### src/rtl/jump_ras_predict_pkg.sv
// Shared opcode/funct encodings and the jump decode helper for the D-stage jump unit.
// Imported by jump_ras_predict; the perf counters there are enabled by JUMP_PERF_CNT_EN.
package jump_ras_predict_pkg;

   localparam logic [5:0] OP_SPECIAL = 6'b000000;
   localparam logic [5:0] OP_J       = 6'b000010;
   localparam logic [5:0] OP_JAL     = 6'b000011;
   localparam logic [5:0] FUNCT_JR   = 6'b001000;
   localparam logic [5:0] FUNCT_JALR = 6'b001001;
   localparam logic [4:0] REG_RA     = 5'd31;

   typedef struct packed {
      logic j_imm;  // j, jal
      logic jreg;   // jr, jalr
      logic link;   // jal, jalr
      logic ret;    // jr $31 only
   } jump_dec_t;

   function automatic jump_dec_t decode_jump(input logic [5:0] op,
                                             input logic [4:0] rs,
                                             input logic [5:0] funct);
      jump_dec_t d;
      d.j_imm = (op[5:1] == OP_J[5:1]);
      d.jreg  = (op == OP_SPECIAL) && (funct[5:1] == FUNCT_JR[5:1]);
      d.link  = (op == OP_JAL) || (d.jreg && (funct == FUNCT_JALR));
      d.ret   = (op == OP_SPECIAL) && (funct == FUNCT_JR) && (rs == REG_RA);
      return d;
   endfunction

endpackage

### src/rtl/jump_ras_predict_ras_stack.sv
// Circular return-address stack: top pointer plus a count that saturates at RAS_DEPTH.
// A push when full silently overwrites the oldest entry; a pop when empty does nothing.
module ras_stack #(
   parameter int RAS_DEPTH = 8
) (
   input  logic        clk,
   input  logic        rst,
   input  logic        push,
   input  logic        pop,
   input  logic [31:0] push_data,
   output logic [31:0] top,
   output logic        empty
);

   localparam int RAS_PTR_W = $clog2(RAS_DEPTH);
   localparam int CNT_W     = RAS_PTR_W + 1;
   localparam logic [CNT_W-1:0] FULL = CNT_W'(RAS_DEPTH);

   logic [31:0]          mem [RAS_DEPTH];
   logic [RAS_PTR_W-1:0] ptr;
   logic [CNT_W-1:0]     count;
   logic [RAS_PTR_W-1:0] ptr_up;

   assign ptr_up = ptr + RAS_PTR_W'(1);

   always_ff @(posedge clk) begin
      if (rst) begin
         ptr   <= '0;
         count <= '0;
         for (int i = 0; i < RAS_DEPTH; i++) begin
            mem[i] <= '0;
         end
      end else if (push) begin
         ptr         <= ptr_up;
         mem[ptr_up] <= push_data;
         if (count != FULL) begin
            count <= count + CNT_W'(1);
         end
      end else if (pop && (count != '0)) begin
         ptr   <= ptr - RAS_PTR_W'(1);
         count <= count - CNT_W'(1);
      end
   end

   assign top   = mem[ptr];
   assign empty = (count == '0);

endmodule

### src/rtl/jump_ras_predict.sv
// D-stage jump unit: decode, RAS push/pop, jr $31 prediction under hazard and E-stage verify.
// Define JUMP_PERF_CNT_EN to build the prediction/mispredict counters; otherwise they read 0.
module jump_ras_predict
   import jump_ras_predict_pkg::*;
#(
   parameter int RAS_DEPTH = 8
) (
   input  logic        clk,
   input  logic        rst,
   input  logic [31:0] instrD,
   input  logic [31:0] pc_plus4D,
   input  logic [31:0] rd1D,
   input  logic        regwriteE,
   input  logic        regwriteM,
   input  logic [4:0]  writeregE,
   input  logic [4:0]  writeregM,
   input  logic        stallD,
   input  logic        flushD,
   input  logic        stallE,
   input  logic        flushE,
   input  logic [31:0] rs_valueE,
   output logic        jumpD,
   output logic        jump_conflictD,
   output logic [31:0] pc_jumpD,
   output logic        ras_hitD,
   output logic        mispredictE,
   output logic [31:0] pc_correctE,
   output logic        ras_emptyo,
   output logic [31:0] perf_pred,
   output logic [31:0] perf_miss
);

   jump_dec_t   dec;
   logic [4:0]  rs;
   logic        haz;
   logic        adv;
   logic [31:0] ras_top;
   logic        ras_empty;
   logic        pred_v;
   logic [31:0] pred_t;

   assign rs  = instrD[25:21];
   assign dec = decode_jump(instrD[31:26], rs, instrD[5:0]);

   assign haz = dec.jreg & ((regwriteE & (rs == writeregE)) |
                            (regwriteM & (rs == writeregM)));

   assign jumpD          = dec.j_imm | dec.jreg;
   assign ras_hitD       = dec.ret & haz & ~ras_empty;
   assign jump_conflictD = haz & ~ras_hitD;
   assign adv            = ~stallD & ~flushD & ~jump_conflictD;
   assign ras_emptyo     = ras_empty;

   always_comb begin
      pc_jumpD = rd1D;
      if (dec.j_imm) begin
         pc_jumpD = {pc_plus4D[31:28], instrD[25:0], 2'b00};
      end else if (ras_hitD) begin
         pc_jumpD = ras_top;
      end
   end

   // Link address skips the delay slot; a ret pops even when unpredicted to stay in sync.
   ras_stack #(.RAS_DEPTH(RAS_DEPTH)) u_ras (
      .clk       (clk),
      .rst       (rst),
      .push      (dec.link & adv),
      .pop       (dec.ret & adv),
      .push_data (pc_plus4D + 32'd4),
      .top       (ras_top),
      .empty     (ras_empty)
   );

   always_ff @(posedge clk) begin
      if (rst || flushE) begin
         pred_v <= 1'b0;
         pred_t <= '0;
      end else if (!stallE) begin
         pred_v <= ras_hitD & adv;
         pred_t <= ras_top;
      end
   end

   assign mispredictE = pred_v & (pred_t != rs_valueE);
   assign pc_correctE = rs_valueE;

`ifdef JUMP_PERF_CNT_EN
   always_ff @(posedge clk) begin
      if (rst) begin
         perf_pred <= '0;
         perf_miss <= '0;
      end else begin
         if (ras_hitD && adv) begin
            perf_pred <= perf_pred + 32'd1;
         end
         if (mispredictE && !stallE) begin
            perf_miss <= perf_miss + 32'd1;
         end
      end
   end
`else
   assign perf_pred = '0;
   assign perf_miss = '0;
`endif

endmodule

### config.mk
export PLATFORM = sky130hd
export DESIGN_NAME = jump_ras_predict
export DESIGN_NICKNAME = d
export VERILOG_FILES = /design/src/rtl/jump_ras_predict_pkg.sv /design/src/rtl/jump_ras_predict_ras_stack.sv /design/src/rtl/jump_ras_predict.sv
export SDC_FILE = /design/constraint.sdc
export NUM_CORES = 1
export LEC_CHECK = 0
export CELL_PAD_IN_SITES_DETAIL_PLACEMENT = 1
export CELL_PAD_IN_SITES_GLOBAL_PLACEMENT = 1
export CORE_ASPECT_RATIO = 1.4
export CORE_UTILIZATION = 25
export DETAILED_ROUTE_END_ITERATION = 10
export PLACE_DENSITY = 0.55
export RECOVER_POWER = 100
export SYNTH_ARGS = -nofsm -noshare
export SYNTH_HDL_FRONTEND = slang
export SYNTH_HIERARCHICAL = 1
export SYNTH_SLANG_ARGS = --single-unit
### constraint.sdc
create_clock -name clk -period 6 [get_ports clk]
set_input_delay 0.9 -clock clk [delete_from_list [all_inputs] [get_ports clk]]
set_output_delay 0.9 -clock clk [all_outputs]
set_load 0.005 [all_outputs]
* Word-level counts from Yosys, hierarchy flattened
Memory sizes are Yosys's and may differ from the RTL's. A register that Yosys moved wholly into a read port is not among the register bits. Index checks and enable logic that the tools add are counted.
Word-level totals: register bits after elaboration 40, bits in writable memories 256, input bits 146, output and inout bits 133, logic and storage cells 70, memories kept 1
Operators by class: add/subtract/negate cells 5, eq/ne operators 11, muxes and demuxes 17, bitwise gates (word level) 19, reductions and logical operators 13
Memory list:
- u_ras.mem | depth 8, bits a word 32, rd ports 1, clocked after Yosys merged registers in 1, write ports 8, line jump_ras_predict_ras_stack.sv:19 | logic [31:0] mem [RAS_DEPTH];
Operators by type and width (count):
- two-way mux 32 bit | 3
- adder 32 x 3 -> 32 bit, second input constant | 1
- inequality test 32 bit | 1
- OR reduction 32 bit | 1
- two-way mux 3 bit | 5
- AND 1 bit | 12
- == test 6 x 4 -> 1 bit, second input constant | 2
- two-way mux 4 bit | 3
- == test 5 bit | 2
- == test 6 x 2 -> 1 bit, second input constant | 1
- zero test 6 bit | 1
- two-way mux 1 bit | 6
- == test 5 x 1 -> 1 bit, second input constant | 1
- == test 5 x 3 -> 1 bit, second input constant | 1
- == test 5 bit, second input constant | 1
- logical AND 1 bit | 5
- inverter 1 bit | 5
- adder 4 x 1 -> 4 bit, second input constant | 1
- zero test 4 bit | 1
- inequality test 4 bit, second input constant | 1
- nonzero test 4 bit | 1
- subtractor 4 x 1 -> 4 bit, second input constant | 1
- adder 3 x 1 -> 3 bit, second input constant | 1
- subtractor 3 x 1 -> 3 bit, second input constant | 1
- other kinds (5) | 7

* Logic depth before layout (Yosys ltp)
depth in word-level cells 16, gate-level depth with buffers 12, gate-level depth less buffers 11

* Hierarchy
Netlist, hierarchy kept.
By module, submodules not included:
- ras_stack | instances 1, cells an instance 724, area an instance 12046.6 µm², sequential area each 7887.6 µm²
- jump_ras_predict | instances 1, cells an instance 515, area an instance 3711.1 µm², sequential area each 660.6 µm²

* Least setup slack after synthesis
No wires, ideal clock.
path kind input -> register, from in instrD[28], to mem u_ras.mem[1][0] (enable), arrival 3281 ps, data required time 5625 ps, setup slack 2344 ps, stages on the path 9, cells stage by stage nor4_1 -> and3_1 -> a22oi_1 -> nor4_1 -> buf_6 -> inv_4 -> or3_4 -> nor3_4 -> or2_2
RTL lines:
- from (decl) | line jump_ras_predict.sv:10 | input logic [31:0] instrD,
- to (decl) | line jump_ras_predict_ras_stack.sv:19

==> metrics.md <==
| Metric | Value |
|---|---|
| Crit-path cells | `dlygate4sd3_1, xnor2_1, nand4_1, o22a_1, buf_4, nor3b_1, nor4_2, clkbuf_1, clkinvlp_2, or3_1, nor2_4, or2_2, clkbuf_2` |
| Yosys warnings | `6` |
| R2R depth | `10` |
| Peak fanout along the critical path | `34` |
| Failing checks | `max-capacitance violations, max-slew violations` |
| Top post-synthesis cells by area | `edfxtp_1 49%, and2_1 10%, mux4_2 9.1%` |
| Final period utilization | `0.8483` |
| Dominant cell by count in the synthesized netlist | `and2_1` |
| #FFs+latches synth | `approximately 300` |
| CTS clk-pin slew, worst paths | `about 0.06 ns` |
| Reg2Reg Setup Slack | `between 1.5 and 2 ns` |
| Register area | `~8600 um^2` |
| CTS tree | `done` |
| Vias per inst | `4.521` |
| Clock insertion delay at the later pin of the skew report | `0.54 ns` |
| Combinational Power Share | `0.090` |
| Peak Freq | `around 0.2 GHz` |
| Flop pwr share | `0.529` |
| Sw Pwr | `around 0.00099 W` |
| Sequential fraction of the synthesis area | `0.5425` |
| Drt initial violations | `438` |
| Core area | `62,160 um^2` |
| Power per cell area | `approximately 230 nW/um^2` |
| Horiz. Die Dim | `roughly 210 um` |
| DRC viols | `0` |
| Vias in the first global route | `about 11,000` |
| Worst Setup Start Kind | `input port` |
| Req. time, crit path | `approximately 6 ns` |
| Setup TNS Final | `0 ns` |
| Worst Hold Depth | `2` |
| P&R area growth vs syn | `21.45%` |
| DRT Pass-1 Iters | `6` |
| Post-synthesis cell type count | `55` |
| Largest net degree at the start of global routing | `35` |
| Fraction of layout cells with a size suffix above 1 | `0.1296` |
| Worst Setup End Kind | `flop` |
| Num ports | `about 280` |
| Setup repair bufs after CTS | `0` |
| DP Wirelength | `between 30 and 40 mm` |
| Asr flop ratio synth | `0` |
| TritonCTS Buffers | `27` |
| Max cap viols | `1` |
| Int Power | `between 0.003 and 0.004 W` |
| Rel. slew slack | `-0.4905` |
| Final Wtd Congestion | `between 0.8 and 0.9` |
| Layout Utilization | `0.3079` |
| Share of the synthesized area in the top cell type | `0.4879` |
| GRT overflow | `0` |
| CTS resizes | `0` |
| IO buf count | `about 210` |
| CP arrival | `5.26 ns` |
| Max Transition Viols Final | `34` |
| CP max stage cell | `dlygate4sd3_1` |
| P_leak | `6.615 nW` |
| Status | `finished with violations` |
| First-pass GRT wire length | `74.02 mm` |
| Hold Path End | `pred_v` |
| Vias | `10,195` |
| Least-Margin Pin Slew | `approximately 2.2 ns` |
| CP max stage delay | `around 0.66 ns` |
| Dominant cell type by area after synthesis | `edfxtp_1` |
| Endpoint of the worst-slack reg-to-reg timing path | `u_ras/mem[6][21]` |
| R2r startpoint | `u_ras/count[0]` |
| Total wire length | `approximately 51 mm` |
| Mean Syn Cell Area | `about 13 um^2` |
| Post-synth EDFFs | `256` |
| Clock tree root driver cell | `clkbuf_16` |
| Hold_sp | `pred_v` |
| Max Buffers Root-to-Sink | `3` |
| Top_reg_cell synth | `edfxtp_1` |
| Mapped Area | `~16,000 um^2` |
| Cells after Synth | `~1,200` |
| Fill cells | `about 6,800` |
| Clk_skew | `between 0.006 and 0.007 ns` |
| Critical path class | `input port to flop` |
| Bufs and invs on worst path | `5` |
| H-tree Lvls | `1` |
| Delay-heaviest family, CP | `buffers and inverters` |
| Period minus WS final | `approximately 5 ns` |
| Clk sinks | `roughly 300` |
| Initial antenna violation count | `5` |
| Synth top cells by count | `258 x and2_1, 256 x edfxtp_1, 96 x buf_4, 81 x nor2_1, 64 x mux4_2` |
| Clock network power share | `0.380` |
| Fin. Hold Viols | `0` |
| Hold Worst Slack | `around 0.48 ns` |
| Setup ws final | `~0.9 ns` |
| Max IR drop VDD | `around 0.00018 V` |
| Antenna viol nets, final | `0` |
| Place WS | `1.205 ns` |
| Area occupied by multi-input gates | `~6300 um^2` |
| Gr usage total | `0.1564` |
| HP Class | `flop to flop` |
| Die area | `about 64,000 um^2` |
| RSZ-0062 raised after global routing | `no` |
| Initial Util | `0.2535` |
| Die Ht | `299.1 um` |
| Switching share of total power | `0.2249` |
| Layout Nets | `1,559` |
| # hold bufs at CTS | `0` |
| Row count | `between 100 and 150` |
| Final setup viols | `0` |
| Post-DR wirelength/cell | `about 22 um` |
## power by group through the flow
stage / combinational (W) / sequential, W / clock, W
6_report: 0.000399 / 0.00233 / 0.00168
3_3_place_gp: 0.000413 / 0.00238 / 0
3_5_place_dp: 0.000416 / 0.00238 / 0
4_1_cts: 0.000418 / 0.00233 / 0.00174
2_1_floorplan: 0.000203 / 0.00237 / 0
5_1_grt: 0.000428 / 0.00234 / 0.00179
## stage by stage
stage	std cells	cell area (um^2)	total power, W
finish	2255	19140	0.004408
global route	2254	19140	0.004563
CTS	2252	19230	0.004495
detailed placement	2203	18390	0.002797
global placement	2203	18390	0.002788
floorplan	1302	15990	0.002574
## area by class of cell
class,count,share of cell area
antenna,3,0.0003923
clock buffer,31,0.03609
clock inverter,18,0.007388
inverter,7,0.001438
multi-input combinational,828,0.3289
sequential,299,0.4469
tap,825,0.05394
timing repair buffer,244,0.1249
## tightest hold or removal path: stages, from the launching register on
cell     delay [ns]
dfxtp_1        0.32
nand2_1        0.06
a21oi_1        0.05
## worst max path at each step
stage | startpoint | end | slack (ns) | cells past startpoint
3_5_place_dp | instrD[22] | u_ras/mem[1][27] | 1.20 | 13
2_1_floorplan | instrD[28] | u_ras/mem[1][0] | 2.34 | 9
6_report | instrD[22] | u_ras/mem[6][21] | 0.91 | 13
4_1_cts | instrD[27] | pc_jumpD[26] | 1.24 | 8
5_1_grt | instrD[22] | u_ras/mem[0][13] | 0.56 | 13
3_3_place_gp | instrD[22] | u_ras/mem[1][20] | 1.26 | 13
## layout by cell type (no fill, tap or decap), types with 34 or more instances in the layout
master / Yosys / final
dfxtp_1: 43 / 41
xnor2_1: 60 / 60
nand3_1: 42 / 42
edfxtp_1: 256 / 256
mux2i_1: 34 / 34
nor2_1: 81 / 82
clkdlybuf4s50_1: 0 / 146
and2_1: 258 / 177
and2_0: 0 / 81
mux4_2: 64 / 64
conb_1: 1 / 64
dlygate4sd3_1: 0 / 67
## sequential cells by signal, summed over array words and instances, names as in the netlist, named ones only
| signal | flops |
|---|---|
| u_ras/ptr | 3 |
| pred_v | 1 |
| u_ras/count | 4 |
| pred_t | 32 |
| u_ras/mem | 256 |
## layer usage
metal	wire, um	up-vias	GRT usage
met3	2548	76	0.02730
li1	-	4618	-
met1	19110	5160	0.1680
met5	41	-	0
met2	27320	335	0.3021
met4	1660	6	0.05765
## cell families after synthesis
logic type / after synthesis / synth area share
adder cells (fa/ha/maj): 6 / 0.005241
AO/OA/AOI/OAI: 81 / 0.03025
other: 1 / 0.0002380
multiplexers: 130 / 0.1359
buffers and inverters: 175 / 0.07019
AND/OR/NAND/NOR: 470 / 0.1719
flip-flops: 299 / 0.5425
XOR/XNOR: 77 / 0.04375
(Power assumes the default switching activity.)
